[config.mk]
export PLATFORM = sky130hd
export DESIGN_NAME = unsat_clause_fifo_flat
export DESIGN_NICKNAME = d
export VERILOG_FILES = /design/src/rtl/unsat_clause_fifo_if.sv /design/src/rtl/unsat_clause_fifo.sv /design/src/flat_wrapper.sv
export SDC_FILE = /design/constraint.sdc
export NUM_CORES = 1
export LEC_CHECK = 0
export ABC_AREA = 0
export BUFFER_PORTS_ARGS = -buffer_cell sky130_fd_sc_hd__buf_2
export CORE_ASPECT_RATIO = 0.8
export CORE_MARGIN = 1
export CORE_UTILIZATION = 38
export CTS_CLUSTER_DIAMETER = 50
export DETAILED_ROUTE_END_ITERATION = 16
export SYNTH_ARGS = -nofsm -noshare
export SYNTH_HDL_FRONTEND = slang
export SYNTH_SLANG_ARGS = --single-unit
[constraint.sdc]
create_clock -name clk_i -period 6.2 [get_ports clk_i]
set_clock_uncertainty 0.05 [all_clocks]
set_input_delay 0.93 -clock clk_i [delete_from_list [all_inputs] [get_ports clk_i]]
set_output_delay 0.93 -clock clk_i [all_outputs]
set_load 0.01 [all_outputs]
[src/rtl/unsat_clause_fifo_if.sv]
// Handshake/data bundle between the unsat clause FIFO and its producer/consumer.
// master drives push/pop/clear controls; slave is the FIFO itself.
interface unsat_clause_fifo_if #(
  parameter int FIFO_DEPTH            = 16,
  parameter int NSAT                  = 3,
  parameter int LITERAL_ADDRESS_WIDTH = 12
);
  localparam int FIFO_ADDR_WIDTH = $clog2(FIFO_DEPTH);
  localparam int CLAUSE_WIDTH    = NSAT * LITERAL_ADDRESS_WIDTH;

  logic                       clear_i;
  logic                       push_i;
  logic [CLAUSE_WIDTH-1:0]    push_clause_i;
  logic                       pop_i;
  logic                       clear_overflow_i;
  logic                       empty_o;
  logic                       full_o;
  logic                       last_o;
  logic [CLAUSE_WIDTH-1:0]    clause_o;
  logic [FIFO_ADDR_WIDTH:0]   count_o;
  logic                       overflow_o;
  logic [FIFO_ADDR_WIDTH:0]   high_water_o;

  modport master (
    output clear_i, push_i, push_clause_i, pop_i, clear_overflow_i,
    input  empty_o, full_o, last_o, clause_o, count_o, overflow_o, high_water_o
  );

  modport slave (
    input  clear_i, push_i, push_clause_i, pop_i, clear_overflow_i,
    output empty_o, full_o, last_o, clause_o, count_o, overflow_o, high_water_o
  );
endinterface

[src/rtl/unsat_clause_fifo.sv]
// First-word-fall-through FIFO of newly unsatisfied clauses, with last-entry flag,
// sticky overflow and high-water mark. Occupancy count is the only control state.
module unsat_clause_fifo #(
  parameter int FIFO_DEPTH            = 16,
  parameter int NSAT                  = 3,
  parameter int LITERAL_ADDRESS_WIDTH = 12
) (
  input  logic                 clk_i,
  input  logic                 rst_i,
  unsat_clause_fifo_if.slave   bus
);
  localparam int FIFO_ADDR_WIDTH = $clog2(FIFO_DEPTH);
  localparam int CLAUSE_WIDTH    = NSAT * LITERAL_ADDRESS_WIDTH;
  localparam int CNT_W           = FIFO_ADDR_WIDTH + 1;

  logic [CLAUSE_WIDTH-1:0]    mem_q [FIFO_DEPTH];
  logic [FIFO_ADDR_WIDTH-1:0] wr_ptr_q, wr_ptr_d;
  logic [FIFO_ADDR_WIDTH-1:0] rd_ptr_q, rd_ptr_d;
  logic [CNT_W-1:0]           count_q, count_d;
  logic [CNT_W-1:0]           high_water_q, high_water_d;
  logic                       overflow_q, overflow_d;

  logic empty, full;
  logic acc_push, acc_pop, drop;

  assign empty = (count_q == '0);
  assign full  = (count_q == CNT_W'(FIFO_DEPTH));

  always_comb begin
    wr_ptr_d     = wr_ptr_q;
    rd_ptr_d     = rd_ptr_q;
    count_d      = count_q;
    acc_push     = 1'b0;
    acc_pop      = 1'b0;
    drop         = 1'b0;

    if (bus.clear_i) begin
      wr_ptr_d = '0;
      rd_ptr_d = '0;
      count_d  = '0;
    end else begin
      // A pop frees the slot in the same cycle, so a push while full is accepted with a pop.
      acc_push = bus.push_i & (~full | bus.pop_i);
      acc_pop  = bus.pop_i & ~empty;
      drop     = bus.push_i & full & ~bus.pop_i;
      if (acc_push) wr_ptr_d = wr_ptr_q + FIFO_ADDR_WIDTH'(1);
      if (acc_pop)  rd_ptr_d = rd_ptr_q + FIFO_ADDR_WIDTH'(1);
      count_d = count_q + CNT_W'(acc_push) - CNT_W'(acc_pop);
    end

    overflow_d = drop | (overflow_q & ~bus.clear_overflow_i);

    if (bus.clear_overflow_i)         high_water_d = count_d;
    else if (count_d > high_water_q)  high_water_d = count_d;
    else                              high_water_d = high_water_q;
  end

  always_ff @(posedge clk_i or posedge rst_i) begin
    if (rst_i) begin
      wr_ptr_q     <= '0;
      rd_ptr_q     <= '0;
      count_q      <= '0;
      high_water_q <= '0;
      overflow_q   <= 1'b0;
    end else begin
      wr_ptr_q     <= wr_ptr_d;
      rd_ptr_q     <= rd_ptr_d;
      count_q      <= count_d;
      high_water_q <= high_water_d;
      overflow_q   <= overflow_d;
    end
  end

  // Storage is deliberately left out of reset; contents are don't-care while empty.
  always_ff @(posedge clk_i) begin
    if (acc_push) mem_q[wr_ptr_q] <= bus.push_clause_i;
  end

  assign bus.clause_o     = mem_q[rd_ptr_q];
  assign bus.empty_o      = empty;
  assign bus.full_o       = full;
  assign bus.last_o       = (count_q == CNT_W'(1));
  assign bus.count_o      = count_q;
  assign bus.overflow_o   = overflow_q;
  assign bus.high_water_o = high_water_q;
endmodule

[src/flat_wrapper.sv]
// flat-port wrapper written by rule: the top's interface ports become plain ports
module unsat_clause_fifo_flat 
#(
  parameter int FIFO_DEPTH            = 16,
  parameter int NSAT                  = 3,
  parameter int LITERAL_ADDRESS_WIDTH = 12
)
  (clk_i, rst_i, bus_clear_i, bus_push_i, bus_push_clause_i, bus_pop_i, bus_clear_overflow_i, bus_empty_o, bus_full_o, bus_last_o, bus_clause_o, bus_count_o, bus_overflow_o, bus_high_water_o);
  unsat_clause_fifo_if #(.FIFO_DEPTH(FIFO_DEPTH), .NSAT(NSAT), .LITERAL_ADDRESS_WIDTH(LITERAL_ADDRESS_WIDTH)) bus_i ();
  input  logic clk_i;
  input  logic rst_i;
  input wire logic [$bits(bus_i.clear_i)-1:0] bus_clear_i;
  input wire logic [$bits(bus_i.push_i)-1:0] bus_push_i;
  input wire logic [$bits(bus_i.push_clause_i)-1:0] bus_push_clause_i;
  input wire logic [$bits(bus_i.pop_i)-1:0] bus_pop_i;
  input wire logic [$bits(bus_i.clear_overflow_i)-1:0] bus_clear_overflow_i;
  output wire logic [$bits(bus_i.empty_o)-1:0] bus_empty_o;
  output wire logic [$bits(bus_i.full_o)-1:0] bus_full_o;
  output wire logic [$bits(bus_i.last_o)-1:0] bus_last_o;
  output wire logic [$bits(bus_i.clause_o)-1:0] bus_clause_o;
  output wire logic [$bits(bus_i.count_o)-1:0] bus_count_o;
  output wire logic [$bits(bus_i.overflow_o)-1:0] bus_overflow_o;
  output wire logic [$bits(bus_i.high_water_o)-1:0] bus_high_water_o;
  assign bus_i.clear_i = bus_clear_i;
  assign bus_i.push_i = bus_push_i;
  assign bus_i.push_clause_i = bus_push_clause_i;
  assign bus_i.pop_i = bus_pop_i;
  assign bus_i.clear_overflow_i = bus_clear_overflow_i;
  assign bus_empty_o = bus_i.empty_o;
  assign bus_full_o = bus_i.full_o;
  assign bus_last_o = bus_i.last_o;
  assign bus_clause_o = bus_i.clause_o;
  assign bus_count_o = bus_i.count_o;
  assign bus_overflow_o = bus_i.overflow_o;
  assign bus_high_water_o = bus_i.high_water_o;
  unsat_clause_fifo #(.FIFO_DEPTH(FIFO_DEPTH), .NSAT(NSAT), .LITERAL_ADDRESS_WIDTH(LITERAL_ADDRESS_WIDTH)) u_core (.clk_i(clk_i), .rst_i(rst_i), .bus(bus_i));
endmodule
* Word level (Yosys, flattened, before mapping)
Memories as Yosys holds them, arrays and structs flattened.
Cells that the tools add are included.
** Storage, ports and cells
- Flip-flop bits (word level) :: 19
- Latch bits :: 0
- RAM bits :: 576
- Bits in read-only memories :: 0
- Output and inout bits :: 50
- Logic and storage cells :: 39
- Memories kept :: 1
** Memory list
- u_core.mem_q :: depth 16, width 36, rd ports 1, clocked after Yosys merged registers in 0, write ports 1, RTL line unsat_clause_fifo.sv:16 : logic [CLAUSE_WIDTH-1:0] mem_q [FIFO_DEPTH];
** Operators by class
- $add $sub $neg :: 4
- $mul :: 0
- Divide/modulo/power cells :: 0
- $lt $le $gt $ge :: 1
- Eq/ne operators :: 2
- Shift operators :: 0
- Mux-type cells :: 11
- Bitwise logic cells :: 11
- Reductions and logical operators :: 4
** Operator list (count)
- 2-to-1 mux 4 bit :: 4
- 2-to-1 mux 5 bit :: 3
- adder 4 x 1 -> 4 bit, second input constant :: 2
- nonzero test 2 bit :: 3
- adder 5 x 1 -> 5 bit :: 1
- bitwise AND 1 bit :: 5
- == test 5 x 1 -> 1 bit, second input constant :: 1
- == test 5 bit, second input constant :: 1
- > comparator 5 bit :: 1
- zero test 5 bit :: 1
- subtractor 5 x 1 -> 5 bit :: 1
- 2-to-1 mux 1 bit :: 4
- inverter 1 bit :: 4
- bitwise OR 1 bit :: 2

* Depth between registers and ports, before layout
Gate-level depths: netlist (run 1).
- Depth in word-level cells :: 10
- Gate-level depth with buffers :: 20
- Gate-level depth less buffers :: 19

* Worst setup path after synthesis (run 1)
OpenSTA, ideal clock, no wires.
- Kind :: input-to-reg
- From :: input port bus_pop_i
- To :: memory u_core.mem_q[0][0] (netlist name), enable pin
- Setup time :: 0.474 ns
- Data arrival time :: 3.945 ns
- Slack :: 1.730 ns
- Cell stages on the path :: 4
- Cells stage by stage :: clkbuf_1 > o21ba_2 > nand2_1 > nor3_1
** On the way
- Cells in the longest elaborated chain, start to end :: 5
** Ends and longest elaborated chain
- start: declaration :: RTL line flat_wrapper.sv:15 : input wire logic [$bits(bus_i.pop_i)-1:0] bus_pop_i;
- bitwise OR 1 bit :: RTL line unsat_clause_fifo.sv:43 : acc_push = bus.push_i & (~full | bus.pop_i);
- bitwise AND 1 bit :: RTL line unsat_clause_fifo.sv:43
- 2-to-1 mux 1 bit :: RTL line unsat_clause_fifo.sv:37 : if (bus.clear_i) begin
- 2-to-1 mux 1 bit :: RTL line unsat_clause_fifo.sv:76 : if (acc_push) mem_q[wr_ptr_q] <= bus.push_clause_i;
- 2-to-1 mux 1 bit (implied by the code) :: RTL line unsat_clause_fifo.sv:76
- end: declaration :: RTL line unsat_clause_fifo.sv:16
Every way passes these cells.

* Worst setup path after layout (run 1)
- From :: register u_core.count_q[2] (netlist: u_core.bus.count_o[2])
- To :: register u_core.high_water_q[3] (netlist: u_core.bus.high_water_o[3])
** On the way
- Cells in the longest elaborated chain, start to end :: 9
** Ends and longest elaborated chain
- start: declaration :: RTL line unsat_clause_fifo.sv:19 : logic [CNT_W-1:0] count_q, count_d;
- start signal: assignment :: RTL line unsat_clause_fifo.sv:68 : count_q <= count_d;
- == test 5 bit :: RTL line unsat_clause_fifo.sv:27 : assign full = (count_q == CNT_W'(FIFO_DEPTH));
- inverter 1 bit :: RTL line unsat_clause_fifo.sv:43
- bitwise OR 1 bit :: RTL line unsat_clause_fifo.sv:43
- bitwise AND 1 bit :: RTL line unsat_clause_fifo.sv:43
- adder 5 x 1 -> 5 bit :: RTL line unsat_clause_fifo.sv:48 : count_d = count_q + CNT_W'(acc_push) - CNT_W'(acc_pop);
- subtractor 5 x 1 -> 5 bit * :: RTL line unsat_clause_fifo.sv:48
- 2-to-1 mux 5 bit * :: RTL line unsat_clause_fifo.sv:37
- via u_core.count_d[4] :: RTL line unsat_clause_fifo.sv:19
- > comparator 5 bit * :: RTL line unsat_clause_fifo.sv:54 : else if (count_d > high_water_q) high_water_d = count_d;
- nonzero test 2 bit (no line) *
- end signal: assignment :: RTL line unsat_clause_fifo.sv:69 : high_water_q <= high_water_d;
- end: declaration :: RTL line unsat_clause_fifo.sv:20 : logic [CNT_W-1:0] high_water_q, high_water_d;
The timed path passes the listed nets; every way through them passes the cells marked *. The select of a mux whose other input is x is not followed.
A chain may end at the register's enable or synchronous reset.

==> out/qor.log, run 1 <==
[sta] number of pins exceeding their max-slew limit in the final report 0
[sta] RSZ-0062 raised after global routing false
[logic_synthesis] synthesized instance count 1178
[clock_network] count of clock tree sinks 595
[sta] worst hold margin 0.413 ns
[setup_path] Worst path max stage delay 0.53 ns
[route] average wire per standard cell 24.8 um
[clock_network] TritonCTS clock tree yes
[clock_network] Bufs on Longest Clock Path 3
[sta] final-report setup violation count 0
[setup_path] signal arrival time at the worst endpoint 5.11 ns
[route] post-detailed-route via-to-cell ratio 5.35
[sta] transition at the pin with the smallest max-transition slack 1.18 ns
[floorplanning] Die Span X 279 um
[logic_synthesis] portion of synthesized cell area occupied by the leading cell type 74.1%
[place] count of buffers inserted at the top-level ports 91
[global_routing] antenna violations before repair 5
[clock_network] Clock Tree Root sky130_fd_sc_hd__clkbuf_16
[setup_path] maximum fanout along the worst path 5
[layout] Finished Core Util 44.3%
[clock_network] Inserted Clock Buffers 58
[place] Final GP Congestion 0.744
[global_routing] pin count of the biggest net entering global routing 56
[sta] Final Worst Setup Slack 1.53 ns
[clock_network] CTS H-Tree Depth 2
[global_routing] via count of the first global-routing pass 11.9k
[sta] setup tns final 0 ns
[setup_path] slack of the worst reg-to-reg path 1.53 ns
[logic_synthesis] count leader, synth sky130_fd_sc_hd__edfxtp_1
[flow_run] max capacitance violation total 0
[power_and_ir_drop] Clk network pwr share 34.5%
[sta] Achievable Freq 214 MHz
[global_routing] first-pass GRT wire length 78600 um
[logic_synthesis] mean cell area of the mapped netlist 19.8 um2
[route] aggregate routed wire length 53600 um
[place] DP HPWL 28000 um
[global_routing] grt ovf 0
[route] number of iterations in the first detailed-routing pass 5
[power_and_ir_drop] switching share of power 26.1%
[route] total via count in the routed design 11.6k
[route] Initial DRC Count 1120
[setup_path] Required @ worst endpoint 6.64 ns
[sta] period utilization 75.4%
[clock_network] clock input transition at the sequential cells of the worst setup and hold paths 0.06 ns
[route] post-detailed-route DRC marker count 0
[setup_path] critical path cell sequence inv_1 > ha_1 > or4b_1 > nand2_1 > inv_1 > ha_1 > inv_1 > ha_1 > inv_1 > fa_1 > nor2b_1 > o21bai_1 > and3_1 > nor3_1 > ha_1 > a211oi_1 > o221a_1 > or2_1 > mux2_4
[logic_synthesis] post-synth net total 1237
[power_and_ir_drop] worst vdd ir 280 uV
[logic_synthesis] Seq cells post-synth 595
[setup_path] kind of start point of the critical path flop
[setup_path] path type of the worst setup path flop to flop
[power_and_ir_drop] Int Power 7.17 mW
[power_and_ir_drop] Static Leak 8.63 nW
[clock_network] Post-CTS Hold Buffers 0
[floorplanning] Die Footprint 62400 um2
[min_path] worst min-delay path class primary input to asynchronous set/reset pin
[logic_synthesis] number of synthesis warnings 0
[layout] post-layout net count 1356
[floorplanning] row count 80
[logic_synthesis] number of distinct standard cells referenced by the synthesized netlist 45
[power_and_ir_drop] power share of the sequential group 47.7%
[clock_network] Skew-Pair Late Insertion Delay 0.61 ns
[layout] fill cell count 5157
[place] pre-CTS setup slack 1.56 ns
[status] status complete, no violations
[sta] final hold vios 0
[logic_synthesis] top cell type by total area after synthesis sky130_fd_sc_hd__edfxtp_1
[setup_path] endpoint type of the worst setup path flop
[floorplanning] initial core utilization 38.8%
[global_routing] Global Route Usage Sum 17.3%
[route] number of nets with antenna violations after routing 0
[layout] Layout area overhead 14.2%
[power_and_ir_drop] Power Density 364 nW/um2
[clock_network] # resized after CTS 0
[floorplanning] Top-Level Pins 92
[logic_synthesis] prevailing post-synth register cell sky130_fd_sc_hd__edfxtp_1
[logic_synthesis] count of flip-flops with a built-in enable after synthesis 576
[sta] max_slew headroom 20.9%
[place] Placed Instance Area 24900 um2
[power_and_ir_drop] relative contribution of combinational cells to total power 17.8%
[power_and_ir_drop] Switching Power 2.53 mW
[logic_synthesis] leading post-synthesis cells by instance count 576 x sky130_fd_sc_hd__edfxtp_1, 145 x sky130_fd_sc_hd__mux2i_1, 72 x sky130_fd_sc_hd__mux4_2, 54 x sky130_fd_sc_hd__a221oi_1, 44 x sky130_fd_sc_hd__nand2_1
[floorplanning] Vert. Die Dim 224 um
[logic_synthesis] part of the Yosys area used for sequential elements 76.1%
[logic_synthesis] biggest area contributors in the synthesized netlist sky130_fd_sc_hd__edfxtp_1 74%, sky130_fd_sc_hd__mux4_2 6.9%, sky130_fd_sc_hd__mux2i_1 6.2%, sky130_fd_sc_hd__dfrtp_1 2.0%, sky130_fd_sc_hd__a221oi_1 2.0%
[setup_path] Slowest-stage cell, CP sky130_fd_sc_hd__or4b_1
[clock_network] postcts setup bufs 0
[layout] Final Instance Area 26700 um2
[sta] Final min period 4.67 ns
[logic_synthesis] proportion of register bits with asynchronous set or reset after synthesis 3.19%
[floorplanning] Core Footprint 60200 um2
[logic_synthesis] post-synthesis cell area 23300 um2
[layout] fraction of layout instances using a drive strength above 1 23.9%
-- sequential cells by signal (all words and copies together), names as in the netlist --
signal / flops
u_core.bus.count_o: 5
u_core.bus.overflow_o: 1
u_core.wr_ptr_q: 4
u_core.mem_q: 576
u_core.rd_ptr_q: 4
u_core.bus.high_water_o: 5
-- layer usage --
| layer | routed length (um) | vias up | share of wire [%] | global-route usage (%) |
|---|---|---|---|---|
| met3 | 2760 | 78 | 5.1 | 3.60 |
| met4 | 985 | 4 | 1.8 | 4.24 |
| met2 | 26000 | 269 | 49 | 27.9 |
| met1 | 23800 | 6104 | 44 | 24.0 |
| li1 | - | 5113 | - | - |
| met5 | 23 | - | 0.043 | 0 |
-- critical path, delay by kind of cell (launching register included) --
kind,cells,cell delay [ns]
and+or+nand+nor,6,1.60
adders and majority gates,5,1.34
AOI/OAI and AO/OA,3,0.57
DFF,1,0.39
muxes,1,0.32
buffers and inverters,4,0.27
-- cells by family (layout without fill, tap and decap cells) --
logic type,Yosys count,count (layout),synth area share (%)
other,0,3,0
multiplexers,221,221,13.4
adder cells (fa/ha/maj),17,17,0.943
flip-flops,595,595,76.1
XOR/XNOR,7,7,0.263
AND/OR/NAND/NOR,91,91,1.75
AO/OA/AOI/OAI,161,161,5.64
buffers and inverters,86,249,1.87
-- path summary, 6_finish.rpt --
| path | from | endpoint | cells after the start |
|---|---|---|---|
| setup / recovery | u_core.bus.count_o[2]$_DFF_PP0_ | u_core.bus.high_water_o[3]$_DFFE_PP0P_ | 19 |
| hold / removal | rst_i | u_core.bus.overflow_o$_DFF_PP0_ | 2 |
| setup reg to reg | u_core.bus.count_o[2]$_DFF_PP0_ | u_core.bus.high_water_o[3]$_DFFE_PP0P_ | 19 |
| hold reg to reg | u_core.bus.overflow_o$_DFF_PP0_ | u_core.bus.overflow_o$_DFF_PP0_ | 2 |
| max in group asynchronous | rst_i | u_core.rd_ptr_q[0]$_DFFE_PP0P_ | 2 |
| min in group clk_i | u_core.bus.overflow_o$_DFF_PP0_ | u_core.bus.overflow_o$_DFF_PP0_ | 2 |
-- final cells by class --
class / instances / area, um2 / area share [%]
inverters: 22 / 82.6 / 0.310
clock buffers: 66 / 1480 / 5.55
diodes: 3 / 7.51 / 0.0281
flip-flops and latches: 595 / 17800 / 66.7
well taps: 820 / 1030 / 3.85
multi-input cells: 497 / 5260 / 19.7
clock inverters: 38 / 300 / 1.13
repair buffers: 123 / 733 / 2.75
-- power groups by stage --
stage | Sequential, mW | Combinational [mW] | Clock (mW)
after global routing | 4.64 | 1.87 | 3.57
after CTS | 4.63 | 1.75 | 3.42
after global placement | 4.71 | 1.72 | 0
after detailed placement | 4.71 | 1.75 | 0
after floorplan | 4.63 | 1.36 | 0
final | 4.63 | 1.72 | 3.35
-- per-stage QoR --
stage	cells	total power, mW
after floorplan	1178	5.99
after global placement	2057	6.43
after detailed placement	2057	6.46
after CTS	2161	9.80
after global routing	2162	10.1
final	2164	9.70
-- cell usage in the layout, fill, tap and decap left out, types with 5 or more instances in the layout --
| cell type | Yosys | final |
|---|---|---|
| sky130_fd_sc_hd__a221oi_1 | 54 | 54 |
| sky130_fd_sc_hd__a221oi_2 | 18 | 18 |
| sky130_fd_sc_hd__a22oi_1 | 36 | 36 |
| sky130_fd_sc_hd__buf_2 | 12 | 91 |
| sky130_fd_sc_hd__buf_4 | 20 | 29 |
| sky130_fd_sc_hd__clkbuf_1 | 25 | 8 |
| sky130_fd_sc_hd__clkbuf_16 | 0 | 58 |
| sky130_fd_sc_hd__clkinv_1 | 0 | 17 |
| sky130_fd_sc_hd__clkinv_2 | 0 | 6 |
| sky130_fd_sc_hd__dfrtp_1 | 19 | 15 |
| sky130_fd_sc_hd__edfxtp_1 | 576 | 576 |
| sky130_fd_sc_hd__ha_1 | 16 | 16 |
| sky130_fd_sc_hd__inv_1 | 21 | 21 |
| sky130_fd_sc_hd__mux2i_1 | 145 | 145 |
| sky130_fd_sc_hd__mux4_2 | 72 | 72 |
| sky130_fd_sc_hd__nand2_1 | 44 | 44 |
| sky130_fd_sc_hd__nor2_1 | 21 | 9 |
| sky130_fd_sc_hd__nor2_4 | 0 | 12 |
| sky130_fd_sc_hd__o21ai_0 | 37 | 37 |
| sky130_fd_sc_hd__xor2_1 | 5 | 5 |
No activity file was read; power rests on OpenSTA's default activity.
==> inputs of run 2 (changes only) <==
==> constraint.sdc (replaced) <==
create_clock -name clk_i -period 3.9 [get_ports clk_i]
set_clock_uncertainty 0.05 [all_clocks]
set_input_delay 0.585 -clock clk_i [delete_from_list [all_inputs] [get_ports clk_i]]
set_output_delay 0.585 -clock clk_i [all_outputs]
set_load 0.01 [all_outputs]
==> out/qor.log, run 2 (same netlist as run 1, synthesis figures left out) <==
[status] status finished with violations
[status] violated checks setup timing
[sta] Final Worst Setup Slack -0.208 ns [-1.74 ns]
[global_routing] pin count of the biggest net entering global routing 71 [+27%]
[sta] worst hold margin 0.0579 ns [-0.355 ns]
[sta] final hold vios 0 [unchanged]
[power_and_ir_drop] worst vdd ir 409 uV [+46%]
[clock_network] Skew-Pair Late Insertion Delay 0.61 ns [about the same]
[global_routing] Global Route Usage Sum 17.0% [-0.32 points]
[layout] Finished Layout Cells 2198 [+1.6%]
[floorplanning] Top-Level Pins 92 [unchanged]
[layout] most frequent standard cell in the layout excluding fill and tap cells sky130_fd_sc_hd__edfxtp_1
[clock_network] Bufs on Longest Clock Path 3 [unchanged]
[route] number of iterations in the first detailed-routing pass 6 [+1]
[route] aggregate routed wire length 52000 um [-3.0%]
[sta] period utilization 105% [+30 points]
[layout] Largest register FFs 576 [unchanged]
[setup_path] start of the worst register-to-register path u_core.bus.count_o[2]$_DFF_PP0_
[setup_path] maximum fanout along the worst path 4 [-1]
[layout] fraction of layout instances using a drive strength above 1 27.3% [+3.3 points]
[setup_path] kind of start point of the critical path flop
[min_path] worst min-delay path class primary input to asynchronous set/reset pin
[sta] RSZ-0062 raised after global routing true
[route] post-detailed-route via-to-cell ratio 5.33 [-0.26%]
[place] count of buffers inserted at the top-level ports 91 [unchanged]
[setup_path] slack of the worst reg-to-reg path -0.21 ns [-1.74 ns]
[clock_network] count of clock tree sinks 595 [unchanged]
[power_and_ir_drop] Clk network pwr share 33.6% [-0.9 points]
[sta] max_slew headroom 49.1% [+28 points]
[clock_network] clock input transition at the sequential cells of the worst setup and hold paths 0.06 ns [about the same]
[route] number of nets with antenna violations after routing 0 [unchanged]
[power_and_ir_drop] Power Density 584 nW/um2 [+61%]
[floorplanning] Vert. Die Dim 224 um [unchanged]
[setup_path] signal arrival time at the worst endpoint 4.55 ns [-0.56 ns]
[sta] Final min period 4.11 ns [-0.565 ns]
[route] average wire per standard cell 23.7 um [-4.5%]
[clock_network] TritonCTS clock tree yes
[layout] commonest cells after routing, fill and taps aside 576 x sky130_fd_sc_hd__edfxtp_1, 145 x sky130_fd_sc_hd__mux2i_1, 91 x sky130_fd_sc_hd__buf_2
[global_routing] via count of the first global-routing pass 12.1k [+1.8%]
[layout] register bank with the most flops u_core.mem_q
[layout] Finished Core Util 45.2% [+0.84 points]
[clock_network] CTS H-Tree Depth 2 [unchanged]
[setup_path] endpoint type of the worst setup path flop
[floorplanning] Die Span X 279 um [unchanged]
[setup_path] path type of the worst setup path flop to flop
[global_routing] antenna violations before repair 4 [-1]
[floorplanning] row count 80 [unchanged]
[place] instance count after placement with tap cells included 2086 [+1.4%]
[floorplanning] Core Footprint 60200 um2 [unchanged]
[sta] Achievable Freq 243 MHz [+14%]
[floorplanning] initial core utilization 38.8% [unchanged]
[layout] post-layout net count 1394 [+2.8%]
[power_and_ir_drop] relative contribution of combinational cells to total power 20.7% [+2.9 points]
[power_and_ir_drop] power share of the sequential group 45.6% [-2.1 points]
[power_and_ir_drop] switching share of power 25.6% [-0.50 points]
[global_routing] first-pass GRT wire length 78300 um [-0.43%]
[setup_path] cell depth of the worst flop-to-flop path 20 [+1]
[route] Initial DRC Count 933 [-17%]
[clock_network] Inserted Clock Buffers 58 [unchanged]
[sta] final-report setup violation count 5 [+5]
[power_and_ir_drop] Int Power 11.8 mW [+65%]
[place] pre-CTS setup slack -0.263 ns [-1.82 ns]
[floorplanning] Die Footprint 62400 um2 [unchanged]
[setup_path] endpoint of the worst register-to-register path u_core.bus.high_water_o[3]$_DFFE_PP0P_
[place] Final GP Congestion 0.748 [+0.52%]
[power_and_ir_drop] final total power 15.9 mW [+64%]
[layout] Final Instance Area 27200 um2 [+1.9%]
[sta] transition at the pin with the smallest max-transition slack 0.763 ns [-0.421 ns]
[place] Placed Instance Area 25300 um2 [+1.5%]
[place] DP HPWL 28100 um [+0.13%]
[power_and_ir_drop] Switching Power 4.06 mW [+60%]
[setup_path] Required @ worst endpoint 4.34 ns [-2.30 ns]
[clock_network] Clock Tree Root sky130_fd_sc_hd__clkbuf_16
[flow_run] max capacitance violation total 0 [unchanged]
[global_routing] grt ovf 0 [unchanged]
[route] total via count in the routed design 11.7k [+1.3%]
[power_and_ir_drop] Static Leak 8.86 nW [+2.7%]
[sta] number of pins exceeding their max-slew limit in the final report 0 [unchanged]
[layout] Layout area overhead 16.4%
[route] post-detailed-route DRC marker count 0 [unchanged]
[sta] setup tns final -0.879 ns [-0.879 ns]
[run 2: cell count changes in the layout (fill, tap and decap cells not counted), moves of 2 or more]
cell	previous run	this run
sky130_fd_sc_hd__ha_1	16	13
sky130_fd_sc_hd__buf_4	29	56
sky130_fd_sc_hd__clkinvlp_4	3	0
sky130_fd_sc_hd__clkinv_1	17	13
sky130_fd_sc_hd__inv_2	1	6
sky130_fd_sc_hd__clkinv_2	6	8
sky130_fd_sc_hd__nor3_4	0	2
sky130_fd_sc_hd__ha_4	0	3
sky130_fd_sc_hd__inv_1	21	16
sky130_fd_sc_hd__buf_12	3	13
[run 2: power groups by stage]
| stage | clock, mW | sequential [mW] | combinational, mW |
|---|---|---|---|
| global route | 5.70 | 7.25 | 3.59 |
| detailed placement | 0 | 7.38 | 3.11 |
| finish | 5.33 | 7.24 | 3.29 |
| floorplan | 0 | 7.35 | 2.21 |
| global placement | 0 | 7.37 | 3.08 |
| CTS | 5.47 | 7.24 | 3.27 |
[run 2: worst max path at each step]
| stage | startpoint | end | slack [ns] |
|---|---|---|---|
| detailed placement | u_core.bus.count_o[3]$_DFF_PP0_ | u_core.bus.high_water_o[3]$_DFFE_PP0P_ | -0.26 |
| floorplan | bus_pop_i | u_core.mem_q[1][0]$_DFFE_PP_ | -0.25 |
| global route | u_core.bus.count_o[2]$_DFF_PP0_ | u_core.bus.high_water_o[4]$_DFFE_PP0P_ | -0.41 |
| finish | u_core.bus.count_o[2]$_DFF_PP0_ | u_core.bus.high_water_o[3]$_DFFE_PP0P_ | -0.21 |
| CTS | u_core.bus.count_o[2]$_DFF_PP0_ | u_core.bus.high_water_o[4]$_DFFE_PP0P_ | -0.13 |
| global placement | u_core.bus.count_o[3]$_DFF_PP0_ | u_core.bus.high_water_o[3]$_DFFE_PP0P_ | -0.22 |
[run 2: per-layer routing]
metal	routed length (um)	track usage [%]	vias to the layer above
met1	23500	24.2	6156
met5	0	0	-
met2	24600	26.8	299
li1	-	-	5186
met4	1210	5.32	0
met3	2680	2.54	78
[run 2: final cells by class]
type	instances	area, um2
inverters	22	82.6
multi-input cells	497	5350
repair buffers	161	1150
diodes	3	7.51
flip-flops and latches	595	17800
clock inverters	32	275
fillers	5098	33000
well taps	820	1030
clock buffers	68	1510
[run 2: critical path: stages, from the launching register on]
cell and delay (ns):
sky130_fd_sc_hd__dfrtp_1 0.39, sky130_fd_sc_hd__inv_2 0.08, sky130_fd_sc_hd__ha_4 0.13, sky130_fd_sc_hd__or4b_4 0.46
sky130_fd_sc_hd__nand2_2 0.10, sky130_fd_sc_hd__inv_2 0.05, sky130_fd_sc_hd__ha_4 0.22, sky130_fd_sc_hd__inv_2 0.06
sky130_fd_sc_hd__ha_4 0.12, sky130_fd_sc_hd__inv_2 0.04, sky130_fd_sc_hd__fa_2 0.38, sky130_fd_sc_hd__nor2b_2 0.14
sky130_fd_sc_hd__o21bai_1 0.09, sky130_fd_sc_hd__and3_1 0.18, sky130_fd_sc_hd__nor3_2 0.14, sky130_fd_sc_hd__ha_1 0.29
sky130_fd_sc_hd__buf_4 0.15, sky130_fd_sc_hd__a211oi_4 0.20, sky130_fd_sc_hd__o221a_1 0.25, sky130_fd_sc_hd__or2_4 0.18
sky130_fd_sc_hd__mux2_4 0.30
[run 2: repair_timing]
action / CTS / global route
pin swaps: 12 / 2
endpoints found under the hold margin: 0 / 0
endpoints found under the setup margin: 5 / 5
hold buffers: 0 / 0
resized for setup: 12 / 1
buffers inserted: 7 / 2
==> inputs of run 3 (changes only) <==
==> constraint.sdc (replaced) <==
create_clock -name clk_i -period 3.9 [get_ports clk_i]
set_clock_uncertainty 0.05 [all_clocks]
set_input_delay 0.585 -clock clk_i [delete_from_list [all_inputs] [get_ports clk_i]]
set_output_delay 0.585 -clock clk_i [all_outputs]
set_load 0.02 [all_outputs]
==> out/qor.log, run 3 (same netlist as run 1, synthesis figures left out) <==
[global_routing] pin count of the biggest net entering global routing 61 [-14%]
[global_routing] grt ovf 0 [unchanged]
[floorplanning] Die Footprint 62400 um2 [unchanged]
[route] average wire per standard cell 23.4 um [-0.99%]
[power_and_ir_drop] final total power 16.3 mW [+2.8%]
[layout] Final Instance Area 27400 um2 [+0.64%]
[setup_path] buffering stage count on the worst path with inverters included 5 [unchanged]
[clock_network] Post-CTS Hold Buffers 0 [unchanged]
[clock_network] Bufs on Longest Clock Path 3 [unchanged]
[place] Final GP Congestion 0.767 [+2.5%]
[place] Placed Instance Area 25300 um2 [+0.14%]
[setup_path] signal arrival time at the worst endpoint 4.50 ns [-0.05 ns]
[sta] final hold vios 0 [unchanged]
[route] total via count in the routed design 11.6k [-0.76%]
[setup_path] Worst path max stage delay 0.48 ns [+0.02 ns]
[layout] most frequent standard cell in the layout excluding fill and tap cells sky130_fd_sc_hd__edfxtp_1
[clock_network] TritonCTS clock tree yes
[route] post-detailed-route DRC marker count 0 [unchanged]
[setup_path] Top cell by count, worst path sky130_fd_sc_hd__inv_2
[setup_path] Required @ worst endpoint 4.34 ns [about the same]
[sta] Achievable Freq 247 MHz [+1.3%]
[global_routing] antenna violations before repair 3 [-1]
[layout] Layout area overhead 17.2%
[clock_network] clock input transition at the sequential cells of the worst setup and hold paths 0.06 ns [about the same]
[layout] commonest cells after routing, fill and taps aside 576 x sky130_fd_sc_hd__edfxtp_1, 145 x sky130_fd_sc_hd__mux2i_1, 91 x sky130_fd_sc_hd__buf_2
[place] count of buffers inserted at the top-level ports 91 [unchanged]
[sta] setup tns final -0.720 ns [+0.159 ns]
[route] number of iterations in the first detailed-routing pass 5 [-1]
[layout] register bank with the most flops u_core.mem_q
[power_and_ir_drop] Static Leak 8.90 nW [+0.49%]
[setup_path] Slowest-stage cell, CP sky130_fd_sc_hd__or4b_4
[global_routing] via count of the first global-routing pass 11.9k [-1.8%]
[floorplanning] Die Span X 279 um [unchanged]
[setup_path] maximum fanout along the worst path 4 [unchanged]
[power_and_ir_drop] Power Density 596 nW/um2 [+2.1%]
[layout] fraction of layout instances using a drive strength above 1 27.4% [+0.092 points]
[clock_network] count of clock tree sinks 595 [unchanged]
[global_routing] Global Route Usage Sum 16.7% [-0.30 points]
[power_and_ir_drop] worst vdd ir 453 uV [+11%]
[setup_path] family with the most delay on the worst path adder cells
[layout] post-layout net count 1394 [unchanged]
[status] violated checks setup timing
[setup_path] endpoint type of the worst setup path flop
[layout] Largest register FFs 576 [unchanged]
[setup_path] kind of start point of the critical path flop
[sta] transition at the pin with the smallest max-transition slack 0.789 ns [+0.0258 ns]
[setup_path] path type of the worst setup path flop to flop
[clock_network] Clock Tree Root sky130_fd_sc_hd__clkbuf_16
[route] aggregate routed wire length 51700 um [-0.63%]
[sta] period utilization 104% [-1.4 points]
[route] Initial DRC Count 969 [+3.9%]
[floorplanning] row count 80 [unchanged]
[sta] max_slew headroom 47.3% [-1.7 points]
[clock_network] Skew-Pair Late Insertion Delay 0.61 ns [about the same]
[status] status finished with violations
[floorplanning] Top-Level Pins 92 [unchanged]
[setup_path] critical path cell sequence inv_2 > ha_4 > or4b_4 > nand2_4 > inv_2 > ha_4 > inv_2 > ha_4 > inv_2 > fa_2 > nor2b_2 > o21bai_2 > a21oi_2 > nor3_4 > ha_1 > buf_4 > a211oi_2 > o221a_1 > or2_4 > mux2_4
[sta] Final min period 4.05 ns [-0.0546 ns]
[place] DP HPWL 28500 um [+1.8%]
[sta] RSZ-0062 raised after global routing true
[route] post-detailed-route via-to-cell ratio 5.27 [-1.1%]
[floorplanning] Vert. Die Dim 224 um [unchanged]
[clock_network] Inserted Clock Buffers 59 [+1.7%]
[global_routing] first-pass GRT wire length 76900 um [-1.7%]
[min_path] worst min-delay path class primary input to asynchronous set/reset pin
[sta] Final Worst Setup Slack -0.154 ns [+0.0546 ns]
[floorplanning] initial core utilization 38.8% [unchanged]
[sta] number of pins exceeding their max-slew limit in the final report 0 [unchanged]
[floorplanning] Core Footprint 60200 um2 [unchanged]
[flow_run] max capacitance violation total 0 [unchanged]
[sta] final-report setup violation count 5 [unchanged]
[route] number of nets with antenna violations after routing 0 [unchanged]
[clock_network] CTS H-Tree Depth 2 [unchanged]
==> run 3: cell types whose count changed in the layout (fill, tap and decap cells not counted), moves of 3 or more <==
cell | before | now
sky130_fd_sc_hd__clkbuf_1 | 9 | 17
sky130_fd_sc_hd__buf_4 | 56 | 52
sky130_fd_sc_hd__buf_12 | 13 | 16
sky130_fd_sc_hd__clkinv_2 | 8 | 5
==> run 3: worst paths after layout <==
| check | cells past startpoint | slack [ns] | to | from |
|---|---|---|---|---|
| worst max-delay path | 20 | -0.15 | u_core.bus.high_water_o[3]$_DFFE_PP0P_ | u_core.bus.count_o[3]$_DFF_PP0_ |
| worst min-delay path | 2 | 0.07 | u_core.bus.high_water_o[4]$_DFFE_PP0P_ | rst_i |
| worst max register to register | 20 | -0.15 | u_core.bus.high_water_o[3]$_DFFE_PP0P_ | u_core.bus.count_o[3]$_DFF_PP0_ |
| worst min register to register | 1 | 0.50 | u_core.bus.high_water_o[2]$_DFFE_PP0P_ | u_core.bus.high_water_o[2]$_DFFE_PP0P_ |
| max in group asynchronous | 2 | 3.15 | u_core.rd_ptr_q[0]$_DFFE_PP0P_ | rst_i |
| min in group clk_i | 2 | 0.22 | u_core.bus.overflow_o$_DFF_PP0_ | bus_clear_overflow_i |
==> run 3: timing repair <==
action / 4_1_cts / 5_1_grt
endpoints found under the setup margin: 5 / 5
setup buffers: 4 / 6
pin swaps: 4 / 7
gates resized for setup: 8 / 7
==> run 3: where the power goes <==
part	total [mW]	switching, mW	leakage [nW]	internal (mW)
Sequential	7.25	0.109	5.43	7.15
Clock	5.59	2.38	0.920	3.21
Combinational	3.46	1.80	2.55	1.66
Total	16.3	4.29	8.90	12.0
==> run 3: stage by stage <==
| step | hold WS, ns | cells | setup WS [ns] | util, % |
|---|---|---|---|---|
| final | 0.0708 | 2206 | -0.154 | 45.5 |
| after CTS | 0.0630 | 2199 | -0.110 | 45.3 |
| after global routing | 0.120 | 2206 | -0.308 | 45.5 |
| after global placement | 0.477 | 2084 | -0.232 | 42.0 |
| after detailed placement | 0.487 | 2084 | -0.317 | 42.0 |
| after floorplan | 0.486 | 1178 | -0.246 | - |
==> run 3: layout make-up <==
| type | instances | area (um2) |
|---|---|---|
| fillers | 5046 | 32800 |
| flip-flops and latches | 595 | 17800 |
| multi-input cells | 497 | 5370 |
| clock buffers | 78 | 1590 |
| repair buffers | 160 | 1180 |
| well taps | 820 | 1030 |
| clock inverters | 33 | 318 |
| inverters | 22 | 82.6 |
| diodes | 1 | 2.50 |
==> run 3: metal layers <==
metal	global-route usage, %	wire, um
met2	27.2	25000
met4	4.45	1120
met5	0	17
met1	23.3	23300
met3	2.54	2330
